File: src/rtl/mem_arb_pkg.sv
// Shared types and constants for the round-robin memory port arbiter.
// Imported by the interface, the picker and the arbiter top.
package mem_arb_pkg;

   localparam int NUM_PORTS  = 4;
   localparam int ADDR_W_DEF = 7;
   localparam int DATA_W_DEF = 8;
   localparam int CNT_W      = 4;

   typedef enum logic [1:0] {
      IDLE  = 2'd0,
      ISSUE = 2'd1,
      RESP  = 2'd2
   } arb_state_e;

   // Low bit of port idx's slice inside a packed multi-port bus.
   function automatic int slice_lo(input logic [1:0] idx, input int width);
      return int'(idx) * width;
   endfunction

endpackage

File: src/rtl/mem_port_arbiter_if.sv
// Requester-side handshake and memory_controller-side command bus.
// The slave modport is the arbiter's view; master is the surrounding system.
interface mem_port_arbiter_if
   import mem_arb_pkg::*;
#(
   parameter int ADDR_W = ADDR_W_DEF,
   parameter int DATA_W = DATA_W_DEF
);

   logic [NUM_PORTS-1:0]        req;
   logic [NUM_PORTS-1:0]        we;
   logic [NUM_PORTS*ADDR_W-1:0] req_addr;
   logic [NUM_PORTS*DATA_W-1:0] req_wdata;
   logic [NUM_PORTS-1:0]        ack;
   logic [NUM_PORTS*DATA_W-1:0] rdata;

   logic [1:0]                  mc_state;
   logic                        mc_en;
   logic [NUM_PORTS-1:0]        mc_read;
   logic [NUM_PORTS-1:0]        mc_write;
   logic [NUM_PORTS*ADDR_W-1:0] mc_address;
   logic [NUM_PORTS*DATA_W-1:0] mc_wdata;
   logic [NUM_PORTS*DATA_W-1:0] mc_rdata;

   modport slave (
      input  req, we, req_addr, req_wdata, mc_rdata,
      output ack, rdata, mc_state, mc_en, mc_read, mc_write, mc_address, mc_wdata
   );

   modport master (
      output req, we, req_addr, req_wdata, mc_rdata,
      input  ack, rdata, mc_state, mc_en, mc_read, mc_write, mc_address, mc_wdata
   );

endinterface

File: src/rtl/rr_pick.sv
// Combinational round-robin picker: first set request bit searching from
// last_grant+1 upward (mod 4); last_grant itself has the lowest priority.
module rr_pick
   import mem_arb_pkg::*;
(
   input  logic [NUM_PORTS-1:0] req_i,
   input  logic [1:0]           last_grant_i,
   output logic                 valid_o,
   output logic [1:0]           idx_o
);

   logic [1:0] cand [NUM_PORTS];

   genvar gi;
   generate
      for (gi = 0; gi < NUM_PORTS; gi++) begin : g_cand
         assign cand[gi] = last_grant_i + 2'(gi + 1);
      end
   endgenerate

   // Walk from lowest to highest priority so the nearest requester wins.
   always_comb begin
      idx_o = cand[0];
      for (int k = NUM_PORTS - 1; k >= 0; k--) begin
         if (req_i[cand[k]]) begin
            idx_o = cand[k];
         end
      end
   end

   assign valid_o = |req_i;

endmodule

File: src/rtl/mem_port_arbiter.sv
// Round-robin front end for memory_controller: grants one of four requesters,
// holds its command for MEM_LATENCY cycles, then returns read data and an ack.
module mem_port_arbiter
   import mem_arb_pkg::*;
#(
   parameter int MEM_LATENCY = 2,
   parameter int ADDR_W      = ADDR_W_DEF,
   parameter int DATA_W      = DATA_W_DEF
)(
   input  logic              clk,
   input  logic              rst_n,
   mem_port_arbiter_if.slave bus
);

   arb_state_e        state_q, state_d;
   logic [1:0]        idx_q, idx_d;
   logic [1:0]        last_grant_q, last_grant_d;
   logic              we_q, we_d;
   logic [ADDR_W-1:0] addr_q, addr_d;
   logic [DATA_W-1:0] wdata_q, wdata_d;
   logic [CNT_W-1:0]  cnt_q, cnt_d;
   logic [DATA_W-1:0] rdata_q [NUM_PORTS];
   logic [DATA_W-1:0] rdata_d [NUM_PORTS];

   logic              pick_valid;
   logic [1:0]        pick_idx;
   logic              issue_active;
   logic              resp_active;

   rr_pick u_rr_pick (
      .req_i        (bus.req),
      .last_grant_i (last_grant_q),
      .valid_o      (pick_valid),
      .idx_o        (pick_idx)
   );

   // last_grant resets to 3 so that port 0 is first in line.
   always_ff @(posedge clk or negedge rst_n) begin
      if (!rst_n) begin
         state_q      <= IDLE;
         idx_q        <= '0;
         last_grant_q <= 2'd3;
         we_q         <= 1'b0;
         addr_q       <= '0;
         wdata_q      <= '0;
         cnt_q        <= '0;
         for (int p = 0; p < NUM_PORTS; p++) begin
            rdata_q[p] <= '0;
         end
      end else begin
         state_q      <= state_d;
         idx_q        <= idx_d;
         last_grant_q <= last_grant_d;
         we_q         <= we_d;
         addr_q       <= addr_d;
         wdata_q      <= wdata_d;
         cnt_q        <= cnt_d;
         rdata_q      <= rdata_d;
      end
   end

   always_comb begin
      state_d      = state_q;
      idx_d        = idx_q;
      last_grant_d = last_grant_q;
      we_d         = we_q;
      addr_d       = addr_q;
      wdata_d      = wdata_q;
      cnt_d        = cnt_q;
      rdata_d      = rdata_q;

      unique case (state_q)
         IDLE: begin
            if (pick_valid) begin
               idx_d   = pick_idx;
               we_d    = bus.we[pick_idx];
               addr_d  = bus.req_addr[slice_lo(pick_idx, ADDR_W) +: ADDR_W];
               wdata_d = bus.req_wdata[slice_lo(pick_idx, DATA_W) +: DATA_W];
               cnt_d   = CNT_W'(MEM_LATENCY - 1);
               state_d = ISSUE;
            end
         end
         ISSUE: begin
            // The controller's output is only trusted on the final hold cycle.
            if (cnt_q == '0) begin
               if (!we_q) begin
                  rdata_d[idx_q] = bus.mc_rdata[slice_lo(idx_q, DATA_W) +: DATA_W];
               end
               state_d = RESP;
            end else begin
               cnt_d = cnt_q - CNT_W'(1);
            end
         end
         RESP: begin
            last_grant_d = idx_q;
            state_d      = IDLE;
         end
         default: begin
            state_d = IDLE;
         end
      endcase
   end

   assign issue_active = (state_q == ISSUE);
   assign resp_active  = (state_q == RESP);
   assign bus.mc_en    = issue_active;
   assign bus.mc_state = idx_q;

   // Command lines decode straight from reset-cleared registers, so a reset
   // mid-transaction drops them without waiting for a clock edge.
   genvar gi;
   generate
      for (gi = 0; gi < NUM_PORTS; gi++) begin : g_port
         logic sel;
         assign sel = issue_active && (idx_q == 2'(gi));

         assign bus.mc_read[gi]  = sel && !we_q;
         assign bus.mc_write[gi] = sel && we_q;
         assign bus.mc_address[gi*ADDR_W +: ADDR_W] = sel ? addr_q : '0;
         assign bus.mc_wdata[gi*DATA_W +: DATA_W]   = sel ? wdata_q : '0;
         assign bus.ack[gi] = resp_active && (idx_q == 2'(gi));
         assign bus.rdata[gi*DATA_W +: DATA_W]      = rdata_q[gi];
      end
   endgenerate

endmodule

File: src/flat_wrapper.sv
// flat-port wrapper written by rule: the top's interface ports become plain ports
module mem_port_arbiter_flat import mem_arb_pkg::*;
#(
   parameter int MEM_LATENCY = 2,
   parameter int ADDR_W      = ADDR_W_DEF,
   parameter int DATA_W      = DATA_W_DEF
)
  (clk, rst_n, bus_req, bus_we, bus_req_addr, bus_req_wdata, bus_mc_rdata, bus_ack, bus_rdata, bus_mc_state, bus_mc_en, bus_mc_read, bus_mc_write, bus_mc_address, bus_mc_wdata);
  mem_port_arbiter_if #(.ADDR_W(ADDR_W), .DATA_W(DATA_W)) bus_i ();
  input  logic clk;
  input  logic rst_n;
  input wire logic [$bits(bus_i.req)-1:0] bus_req;
  input wire logic [$bits(bus_i.we)-1:0] bus_we;
  input wire logic [$bits(bus_i.req_addr)-1:0] bus_req_addr;
  input wire logic [$bits(bus_i.req_wdata)-1:0] bus_req_wdata;
  input wire logic [$bits(bus_i.mc_rdata)-1:0] bus_mc_rdata;
  output wire logic [$bits(bus_i.ack)-1:0] bus_ack;
  output wire logic [$bits(bus_i.rdata)-1:0] bus_rdata;
  output wire logic [$bits(bus_i.mc_state)-1:0] bus_mc_state;
  output wire logic [$bits(bus_i.mc_en)-1:0] bus_mc_en;
  output wire logic [$bits(bus_i.mc_read)-1:0] bus_mc_read;
  output wire logic [$bits(bus_i.mc_write)-1:0] bus_mc_write;
  output wire logic [$bits(bus_i.mc_address)-1:0] bus_mc_address;
  output wire logic [$bits(bus_i.mc_wdata)-1:0] bus_mc_wdata;
  assign bus_i.req = bus_req;
  assign bus_i.we = bus_we;
  assign bus_i.req_addr = bus_req_addr;
  assign bus_i.req_wdata = bus_req_wdata;
  assign bus_i.mc_rdata = bus_mc_rdata;
  assign bus_ack = bus_i.ack;
  assign bus_rdata = bus_i.rdata;
  assign bus_mc_state = bus_i.mc_state;
  assign bus_mc_en = bus_i.mc_en;
  assign bus_mc_read = bus_i.mc_read;
  assign bus_mc_write = bus_i.mc_write;
  assign bus_mc_address = bus_i.mc_address;
  assign bus_mc_wdata = bus_i.mc_wdata;
  mem_port_arbiter #(.MEM_LATENCY(MEM_LATENCY), .ADDR_W(ADDR_W), .DATA_W(DATA_W)) u_core (.clk(clk), .rst_n(rst_n), .bus(bus_i));
endmodule
File: config.mk
export PLATFORM = sky130hd
export DESIGN_NAME = mem_port_arbiter_flat
export DESIGN_NICKNAME = d
export VERILOG_FILES = /design/src/rtl/mem_arb_pkg.sv /design/src/rtl/mem_port_arbiter_if.sv /design/src/rtl/rr_pick.sv /design/src/rtl/mem_port_arbiter.sv /design/src/flat_wrapper.sv
export SDC_FILE = /design/constraint.sdc
export NUM_CORES = 1
export LEC_CHECK = 0
export ABC_AREA = 1
export ABC_CLOCK_PERIOD_IN_PS = 2100
export BUFFER_PORTS_ARGS = -buffer_cell sky130_fd_sc_hd__buf_2
export CAP_MARGIN = 10
export CORE_UTILIZATION = 41
export DETAILED_ROUTE_END_ITERATION = 10
export PLACE_DENSITY = 0.73
export SLEW_MARGIN = 40
export SYNTH_ARGS = -nofsm -noshare
export SYNTH_HDL_FRONTEND = slang
export SYNTH_SLANG_ARGS = --single-unit
File: constraint.sdc
create_clock -name clk -period 2.1 [get_ports clk]
set_input_delay 0.105 -clock clk [delete_from_list [all_inputs] [get_ports clk]]
set_output_delay 0.105 -clock clk [all_outputs]
set_load 0.005 [all_outputs]
# == Word-level counts from Yosys, hierarchy flattened ==
# Cells that the tools add are included.
# word_totals
reg_bits,58
in_bits,102
out_inout_bits,107
elab_cells,94
# classes
addsub,4
mul,1
magnitude_cmp,7
n_eq_ne,8
shift,3
muxes,31
n_bitwise,2
n_reduce_logical,27
# op_table
cell,n
variable part select 32 x 6 -> 8 bit,2
2-to-1 mux 8 bit,5
bitwise mux 32 bit,1
variable part select 28 x 32 -> 7 bit,1
2-to-1 mux 7 bit,4
logical AND 1 bit,17
demux 8 bit (select 2 bit),1
< comparator 2 x 3 -> 1 bit (second input constant),5
2-to-1 mux 2 bit,6
binary-select mux 1 bit (select 2 bit),5
2-to-1 mux 4 bit,2
one-hot mux 4 bit (2 select lines),1
== test 2 bit (second input constant),3
AND reduction 3 bit,2
multiplier 2 x 3 -> 5 bit (second input constant),1
2-to-1 mux 1 bit,5
adder 2 bit (second input constant),2
== test 2 x 1 -> 1 bit (second input constant),2
zero test 2 bit,2
zero test 4 bit,1
inequality test 2 bit (second input constant),2
one-hot mux 2 bit (2 select lines),1
AND reduction 2 bit,2
OR reduction 4 bit,1
9 further kinds,9

# == Logic depth before layout (Yosys ltp) ==
# Gate-level depths: netlist (run 1).
# depth
ltp_word,8
mapped_depth,15
depth_no_buf,13

# == By module ==
# A second synthesis (run 1) with hierarchy kept.
# hier_totals
hier_cells,586
area_unflattened_um2,3646.0
# modules_own_cells
mod,n_inst,cells_per_inst,area_each_um2,seq_area_each_um2
mem_port_arbiter,1,540,3435.8,1453.9
rr_pick,1,46,210.2,0.0

# == Least setup slack after synthesis (run 1) ==
# OpenSTA, ideal clock, no wires.
# synth_timing
path_kind,reg2reg
start,register u_core.last_grant_q[0]
end,register u_core.addr_q[0]
setup_time_ns,0.117
arrival_time_ns,1.612
t_required_ns,1.983
setup_slack_ns,0.371
path_stages_with_launch,14
path_buffers,2
period_less_slack_ns,1.729
path_cell_list,dfstp_2 -> buf_6 -> nand2_2 -> o21ai_2 -> nand2_2 -> nand2_1 -> a21oi_1 -> nand2_1 -> nand2_2 -> inv_4 -> buf_6 -> nand3_2 -> nand3_1 -> nand2_1
# synth_via
elab_chain_len,8
word_cells_on_any_way,17
classes_between,add/sub: 3; mul: 1; shift: 1; mux: 12
# synth_lines
element,line_no,rtl
start: declaration,mem_port_arbiter.sv:17,"logic [1:0] last_grant_q, last_grant_d;"
start signal: assignment,mem_port_arbiter.sv:53,last_grant_q <= last_grant_d;
adder 2 bit or binary-select mux 1 bit (select 2 bit) (tied branches),"rr_pick.sv:17, rr_pick.sv:25",
binary-select mux 1 bit (select 2 bit) or 2-to-1 mux 1 bit (tied branches),rr_pick.sv:25,if (req_i[cand[k]]) begin
2-to-1 mux 1 bit (implied by the code) or 2-to-1 mux 2 bit (tied branches),rr_pick.sv:25,
2-to-1 mux 2 bit (2 in series),rr_pick.sv:25,
2-to-1 mux 2 bit *,rr_pick.sv:25,
multiplier 2 x 3 -> 5 bit *,mem_arb_pkg.sv:18,return int'(idx) * width;
variable part select 28 x 32 -> 7 bit *,mem_port_arbiter.sv:77,"addr_d = bus.req_addr[slice_lo(pick_idx, ADDR_W) +: ADDR_W];"
end signal: assignment,mem_port_arbiter.sv:55,addr_q <= addr_d;
end: declaration,mem_port_arbiter.sv:19,"logic [ADDR_W-1:0] addr_q, addr_d;"
# Every way passes the cells marked *; elsewhere a longest branch is shown, timed or not. The select of a mux whose other input is x is not followed.
# A chain may end at the register's enable or synchronous reset.

# == Worst setup path after layout (run 1) ==
# layout_timing
start,register u_core.last_grant_q[0]
end,register u_core.wdata_q[4]
# layout_via
elab_chain_len,7
word_cells_on_any_way,16
classes_between,add/sub: 3; shift: 1; mux: 12
# layout_lines
element,line_no,rtl
adder 2 bit or binary-select mux 1 bit (select 2 bit) (tied branches),"rr_pick.sv:17, rr_pick.sv:25",
binary-select mux 1 bit (select 2 bit) or 2-to-1 mux 1 bit (tied branches),rr_pick.sv:25,
2-to-1 mux 1 bit (implied by the code) or 2-to-1 mux 2 bit (tied branches),rr_pick.sv:25,
2-to-1 mux 2 bit (2 in series),rr_pick.sv:25,
2-to-1 mux 2 bit *,rr_pick.sv:25,
variable part select 32 x 6 -> 8 bit *,mem_port_arbiter.sv:78,"wdata_d = bus.req_wdata[slice_lo(pick_idx, DATA_W) +: DATA_W];"
end signal: assignment,mem_port_arbiter.sv:56,wdata_q <= wdata_d;
end: declaration,mem_port_arbiter.sv:20,"logic [DATA_W-1:0] wdata_q, wdata_d;"
# Marked as above.

==> impl_metrics.env, run 1 <==
export IMPL_outcome="finished, final reports clean"
export IMPL_overflow=0
export IMPL_report_final_slew_viol_count=0
export IMPL_grt_pass1_vias=3575
export IMPL_finClkSkew_ps=8.72
export IMPL_rows=34
export IMPL_wl_mm=11.7
export IMPL_power_w=0.00954
export IMPL_yosysSeqAreaShare=0.398
export IMPL_yosysTopAreaCell="dfrtp_1"
export IMPL_synth_net_count=616
export IMPL_antenna_cells=0
export IMPL_avgRoutedWirePerCell_um=14.0
export IMPL_start_kind="flop"
export IMPL_port_buffers=208
export IMPL_drive_gt1_frac=0.416
export IMPL_path_class="flop to flop"
export IMPL_finalHoldViolations=0
export IMPL_synth_async_sr_flop_share=1.00
export IMPL_dpl_hpwl_mm=8.73
export IMPL_layout_min_cycle_time_ps=2060
export IMPL_grt_max_degree=59
export IMPL_cts_tree="done"
export IMPL_seq_area_sq_um=1460
export IMPL_layout_nets=832
export IMPL_cts_buffer_depth=2
export IMPL_syn_area_per_cell_sq_um=7.13
export IMPL_grt_first_pass_wirelength_mm=16.9
export IMPL_yosys_cell_types_count=33
export IMPL_synthTopCellsByArea="dfrtp_1 38%, nand3_1 11%, nand2_1 10%"
export IMPL_max_cap_violations=0
export IMPL_setup_worst_path_end_class="flop"
export IMPL_yosysWarningCount=0
export IMPL_vias=4204
export IMPL_dominantRegCellSynth="dfrtp_1"
export IMPL_critPathArrivalTime_ps=2270
export IMPL_synth_edf_count=0
export IMPL_core_area_sq_um=8680
export IMPL_hold_path_class="primary input to flop"
export IMPL_grt_antenna_before_repair=0
export IMPL_viasPerCell=5.01
export IMPL_clkTransAtPathRegs_ps=70
export IMPL_crit_required_ps=2310
export IMPL_fmax_ghz=0.485
export IMPL_clkSinkCount=58
export IMPL_fp_dieW_um=96.3
export IMPL_cp_max_fo=16
export IMPL_ctsHtreeMaxLevel=3
export IMPL_gp_congestion=0.843
export IMPL_place_ws_ps=43.4
export IMPL_io_pins=209
export IMPL_netlist_area_leader_share=0.384
export IMPL_ys_seq_elements=58
export IMPL_ant_nets=0
export IMPL_cts_root_buf="clkbuf_8"
export IMPL_hold_ws_ps=110
export IMPL_clk_latency_ps=330
export IMPL_filler_cell_count=832
export IMPL_drc=0
export IMPL_slew_headroom=0.511
export IMPL_finalSetupViolations=0
export IMPL_area_growth_pct=42.7
export IMPL_rsz0062_at_grt="yes"
export IMPL_start_util=0.420
export IMPL_cts_buffers=9
export IMPL_die_area_sq_um=9280
export IMPL_period_share=0.983
export IMPL_dp_cells=818
export IMPL_drt_iter0_markers=157
export IMPL_syn_inst=512
export IMPL_yosys_top_cells_count="101 x nand2_1, 101 x nor2_1, 77 x nand3_1"
export IMPL_worst_slack_ps=36.4
export IMPL_synth_area_sq_um=3650
export IMPL_first_pass_iters=5
export IMPL_p_per_area_nw_per_um2=1830
export IMPL_cellLeakagePower_nw=2.87
export IMPL_tightest_slew_ps=733
export IMPL_peakVddDrop_v=0.00113
export IMPL_multi_input_area_sq_um=1930
export IMPL_grt_use_total=0.239
export IMPL_fp_dieH_um=96.3
export IMPL_stdcell_count=839
==> report_power, final <==
part           internal, W  switching (W)
clock network     0.000753       0.000421
logic              0.00242        0.00388
registers          0.00167       0.000405
total              0.00484        0.00470
==> logic make-up (layout without fill, tap and decap cells) <==
family                   Yosys count  after routing  synth area share
AO/OA/AOI/OAI                     60             60            0.0940
flip-flops                        58             58             0.398
XOR/XNOR                           1              1           0.00240
adder cells (fa/ha/maj)            2              2           0.00686
AND/OR/NAND/NOR                  324            325             0.411
buffers and inverters             67            285            0.0871
==> routing by layer <==
layer | vias to the layer above | GRT usage | wire length, um
li1 | 2092 | - | -
met1 | 1930 | 0.317 | 5140
met2 | 172 | 0.402 | 5760
met3 | 10 | 0.0340 | 727
met4 | 0 | 0.0797 | 116
met5 | - | 0 | 0
==> through the flow <==
| stage | instance area, sq um | setup TNS [ps] | utilization |
|---|---|---|---|
| after floorplan | 3650 | 0 | - |
| after global placement | 4810 | 0 | 0.555 |
| after detailed placement | 4810 | 0 | 0.555 |
| after CTS | 5050 | 0 | 0.582 |
| after global routing | 5200 | -323 | 0.600 |
| final | 5200 | 0 | 0.600 |
==> worst max-delay path, cell delays in order (launching register included) <==
cell       delay (ps)
dfstp_2           600
inv_2             100
nand2_1            70
nand2_1            80
nand2_1           120
nand3_2            90
nand2_2           110
nand3_4           180
clkbuf_16         240
nand3_1           110
nand3_1           110
nand3_1           100
nand2_1            50
==> registers in the layout, indices dropped and copies added (netlist names) <==
name and cells:
u_core.cnt_q 4, u_core.last_grant_q 2, u_core.state_q 2, u_core.addr_q 7, u_core.bus.mc_state 2, u_core.wdata_q 8, u_core.we_q 1, u_core.bus.rdata 32
==> layout by cell type (no fill, tap or decap) <==
cell type / instances
nor2_4: 1
nor3_4: 2
o21ai_1: 2
o22ai_1: 1
ha_1: 2
nand3_2: 14
buf_6: 2
nor3_2: 2
nor4_1: 1
a22o_1: 2
dfstp_2: 2
nand2_2: 21
nand2_4: 2
a22oi_1: 6
nand2_1: 100
buf_12: 2
dfrtp_2: 1
clkbuf_16: 3
o21ai_0: 11
nor3_1: 3
nand2_8: 1
buf_4: 14
inv_1: 33
clkinvlp_4: 2
nor2_1: 101
buf_2: 208
o21ai_2: 3
bufinv_16: 2
xnor2_1: 1
dlygate4sd3_1: 1
inv_4: 1
dfrtp_1: 55
clkbuf_8: 12
inv_2: 5
a221oi_1: 2
a21oi_1: 33
nor2_2: 3
nand3_1: 73
nand3_4: 1
==> cell type report <==
| cell class | instances | area share |
|---|---|---|
| Inverter | 41 | 0.0315 |
| Clock inverter | 2 | 0.0115 |
| Clock buffer | 12 | 0.0317 |
| Multi-Input combinational cell | 388 | 0.371 |
| Timing Repair Buffer | 230 | 0.249 |
| Tap cell | 108 | 0.0260 |
| Sequential cell | 58 | 0.280 |
==> path summary, 6_finish.rpt <==
kind	from	to	slack, ps	depth (start not counted)
worst max-delay path	u_core.last_grant_q[0]$_DFFE_PN1N_	u_core.wdata_q[4]$_DFFE_PN0P_	40	12
min in group asynchronous	rst_n	u_core.addr_q[2]$_DFFE_PN0P_	470	3
worst max register to register	u_core.last_grant_q[0]$_DFFE_PN1N_	u_core.wdata_q[4]$_DFFE_PN0P_	40	12
worst min-delay path	bus_req_wdata[31]	u_core.wdata_q[7]$_DFFE_PN0P_	110	5
worst min register to register	u_core.cnt_q[0]$_DFFE_PN0P_	u_core.cnt_q[0]$_DFFE_PN0P_	470	1
max in group asynchronous	rst_n	u_core.bus.mc_state[0]$_DFFE_PN0P_	1110	3
==> timing repair <==
item / CTS / global route
setup endpoints to repair: 0 / 42
endpoints found under the hold margin: 56 / 0
hold buffers: 1 / 0
resized for setup: 0 / 15
buffers inserted: 0 / 1
Power figures use the tool's default switching activity.
==> inputs of run 2 (changes only) <==
PLACE_DENSITY = 0.79   (was 0.73)
==> run 2 against run 1 <==
Critical endpoint is now u_core.wdata_q[2]$_DFFE_PN0P_. Highest routed layer unchanged. Largest power group unchanged. Via count increased by 4.2%. Clock power decreased by 26%. Largest cell class unchanged. Count of clock-buffer cells in the layout decreased by 3.
==> impl_metrics.env, run 2 (same netlist as run 1, synthesis figures left out) <==
export IMPL_outcome="finished, final reports clean"
export IMPL_ant_nets=0
export IMPL_drc=0
export IMPL_core_area_sq_um=8680
export IMPL_dp_cells=819
export IMPL_wl_mm=12.3
export IMPL_cts_buffer_depth=2
export IMPL_viasPerCell=5.19
export IMPL_crit_required_ps=2330
export IMPL_setup_worst_path_end_class="flop"
export IMPL_clkSinkCount=58
export IMPL_dpl_hpwl_mm=8.82
export IMPL_worstSetupEndpoint="u_core.wdata_q[2]$_DFFE_PN0P_"
export IMPL_drt_iter0_markers=242
export IMPL_stdcell_count=844
export IMPL_p_switching_w=0.00491
export IMPL_p_per_area_nw_per_um2=1810
export IMPL_fp_dieW_um=96.3
export IMPL_rr_startpoint="u_core.last_grant_q[0]$_DFFE_PN1N_"
export IMPL_slew_headroom=0.613
export IMPL_largest_reg_flops=32
export IMPL_p_comb_frac=0.693
export IMPL_grt_pass1_vias=3581
export IMPL_die_area_sq_um=9280
export IMPL_critPathArrivalTime_ps=2330
export IMPL_fin_area_sq_um=5250
export IMPL_grt_first_pass_wirelength_mm=17.2
export IMPL_vias=4381
export IMPL_start_util=0.420
export IMPL_cellLeakagePower_nw=2.89
export IMPL_layout_nets=836
export IMPL_drive_gt1_frac=0.433
export IMPL_max_cap_violations=0
export IMPL_cts_tree="done"
export IMPL_peakVddDrop_v=0.00132
export IMPL_power_share_clock=0.091
export IMPL_start_kind="flop"
export IMPL_clkTransAtPathRegs_ps=70
export IMPL_filler_cell_count=790
export IMPL_cp_max_fo=16
export IMPL_report_final_slew_viol_count=0
export IMPL_first_pass_iters=5
export IMPL_rows=34
export IMPL_rsz0062_at_grt="yes"
export IMPL_overflow=0
export IMPL_r2r_worst_path_cells=12
export IMPL_layout_min_cycle_time_ps=2100
export IMPL_hold_path_class="primary input to flop"
export IMPL_cts_root_buf="clkbuf_8"
export IMPL_gp_congestion=0.943
export IMPL_path_class="flop to flop"
export IMPL_pwr_share_seq=0.216
export IMPL_period_share=0.998
export IMPL_reg2reg_slack_ps=5
export IMPL_ctsHtreeMaxLevel=3
export IMPL_fp_dieH_um=96.3
export IMPL_finClkSkew_ps=6.33
export IMPL_grt_antenna_before_repair=0
export IMPL_port_buffers=208
export IMPL_avgRoutedWirePerCell_um=14.5
export IMPL_finalHoldViolations=0
export IMPL_tightest_slew_ps=579
export IMPL_antenna_cells=0
export IMPL_io_pins=209
export IMPL_final_cell_mix="208 x buf_2, 101 x nor2_1, 96 x nand2_1, 66 x nand3_1, 55 x dfrtp_1"
export IMPL_placed_cell_area_sq_um=4810
export IMPL_r2r_end="u_core.wdata_q[2]$_DFFE_PN0P_"
export IMPL_switching_share=0.516
export IMPL_area_growth_pct=43.9
export IMPL_cts_buffers=9
export IMPL_grt_max_degree=59
export IMPL_finalSetupViolations=0
export IMPL_mostFrequentLayoutCell="buf_2"
export IMPL_fmax_ghz=0.477
export IMPL_crit_start="u_core.last_grant_q[0]$_DFFE_PN1N_"
export IMPL_clk_latency_ps=340
export IMPL_intPower_w=0.00461
export IMPL_grt_use_total=0.246
export IMPL_fin_util=0.605
-- run 2: per-layer routing --
| layer | track usage | vias up | wire length, um |
|---|---|---|---|
| met1 | 0.316 | 2047 | 4930 |
| met2 | 0.416 | 212 | 6180 |
| met3 | 0.0585 | 21 | 974 |
| met4 | 0.0637 | 0 | 176 |
| li1 | - | 2101 | - |
| met5 | 0 | - | 0 |
-- run 2: layout make-up --
type / instances / area [sq um] / area share
clock buffers: 9 / 124 / 0.0236
clock inverters: 6 / 35.0 / 0.00667
inverters: 41 / 163 / 0.0310
multi-input cells: 388 / 2010 / 0.383
flip-flops and latches: 58 / 1460 / 0.277
well taps: 108 / 135 / 0.0257
repair buffers: 234 / 1330 / 0.253
-- run 2: worst min-delay path by stage --
stage	startpoint	end	cells after the start
4_1_cts	bus_req_wdata[9]	u_core.wdata_q[1]$_DFFE_PN0P_	5
5_1_grt	bus_req_addr[22]	u_core.addr_q[1]$_DFFE_PN0P_	5
6_report	bus_req_wdata[9]	u_core.wdata_q[1]$_DFFE_PN0P_	5
2_1_floorplan	rst_n	u_core.addr_q[0]$_DFFE_PN0P_	0
3_3_place_gp	rst_n	u_core.bus.rdata[0]$_DFFE_PN0P_	2
3_5_place_dp	rst_n	u_core.bus.rdata[24]$_DFFE_PN0P_	2
-- run 2: metrics by stage --
step	TNS (ps)	setup slack, ps	total power (W)	hold WS, ps
final	0	4.70	0.00952	102
after global routing	-723	-95.0	0.0103	120
after CTS	0	10.3	0.00875	87.7
after detailed placement	-48.9	-17.0	0.00779	298
after global placement	0	104	0.00756	295
after floorplan	0	371	0.00613	-191
-- run 2: critical path, stage by stage (launching register included) --
cell and delay, ps:
dfstp_2 650, inv_4 80, nand2_1 80, nand2_1 90
nand2_2 100, nand3_2 110, nand2_4 100, nand3_4 180
clkbuf_16 250, nand3_1 90, nand3_1 90, nand3_1 110
nand2_1 50
-- run 2: power by group through the flow --
stage,Sequential (W),Combinational (W),Clock [W]
3_3_place_gp,0.00203,0.00553,0
3_5_place_dp,0.00206,0.00573,0
4_1_cts,0.00204,0.00582,0.000881
6_report,0.00206,0.00660,0.000866
2_1_floorplan,0.00197,0.00417,0
5_1_grt,0.00212,0.00728,0.000931
-- run 2: what timing repair did --
item | CTS | global route
pin swaps | 0 | 6
gates cloned | 0 | 4
gates resized for setup | 6 | 27
endpoints found under the hold margin | 56 | 0
setup buffers | 0 | 5
endpoints found under the setup margin | 20 | 25
hold buffers | 1 | 0
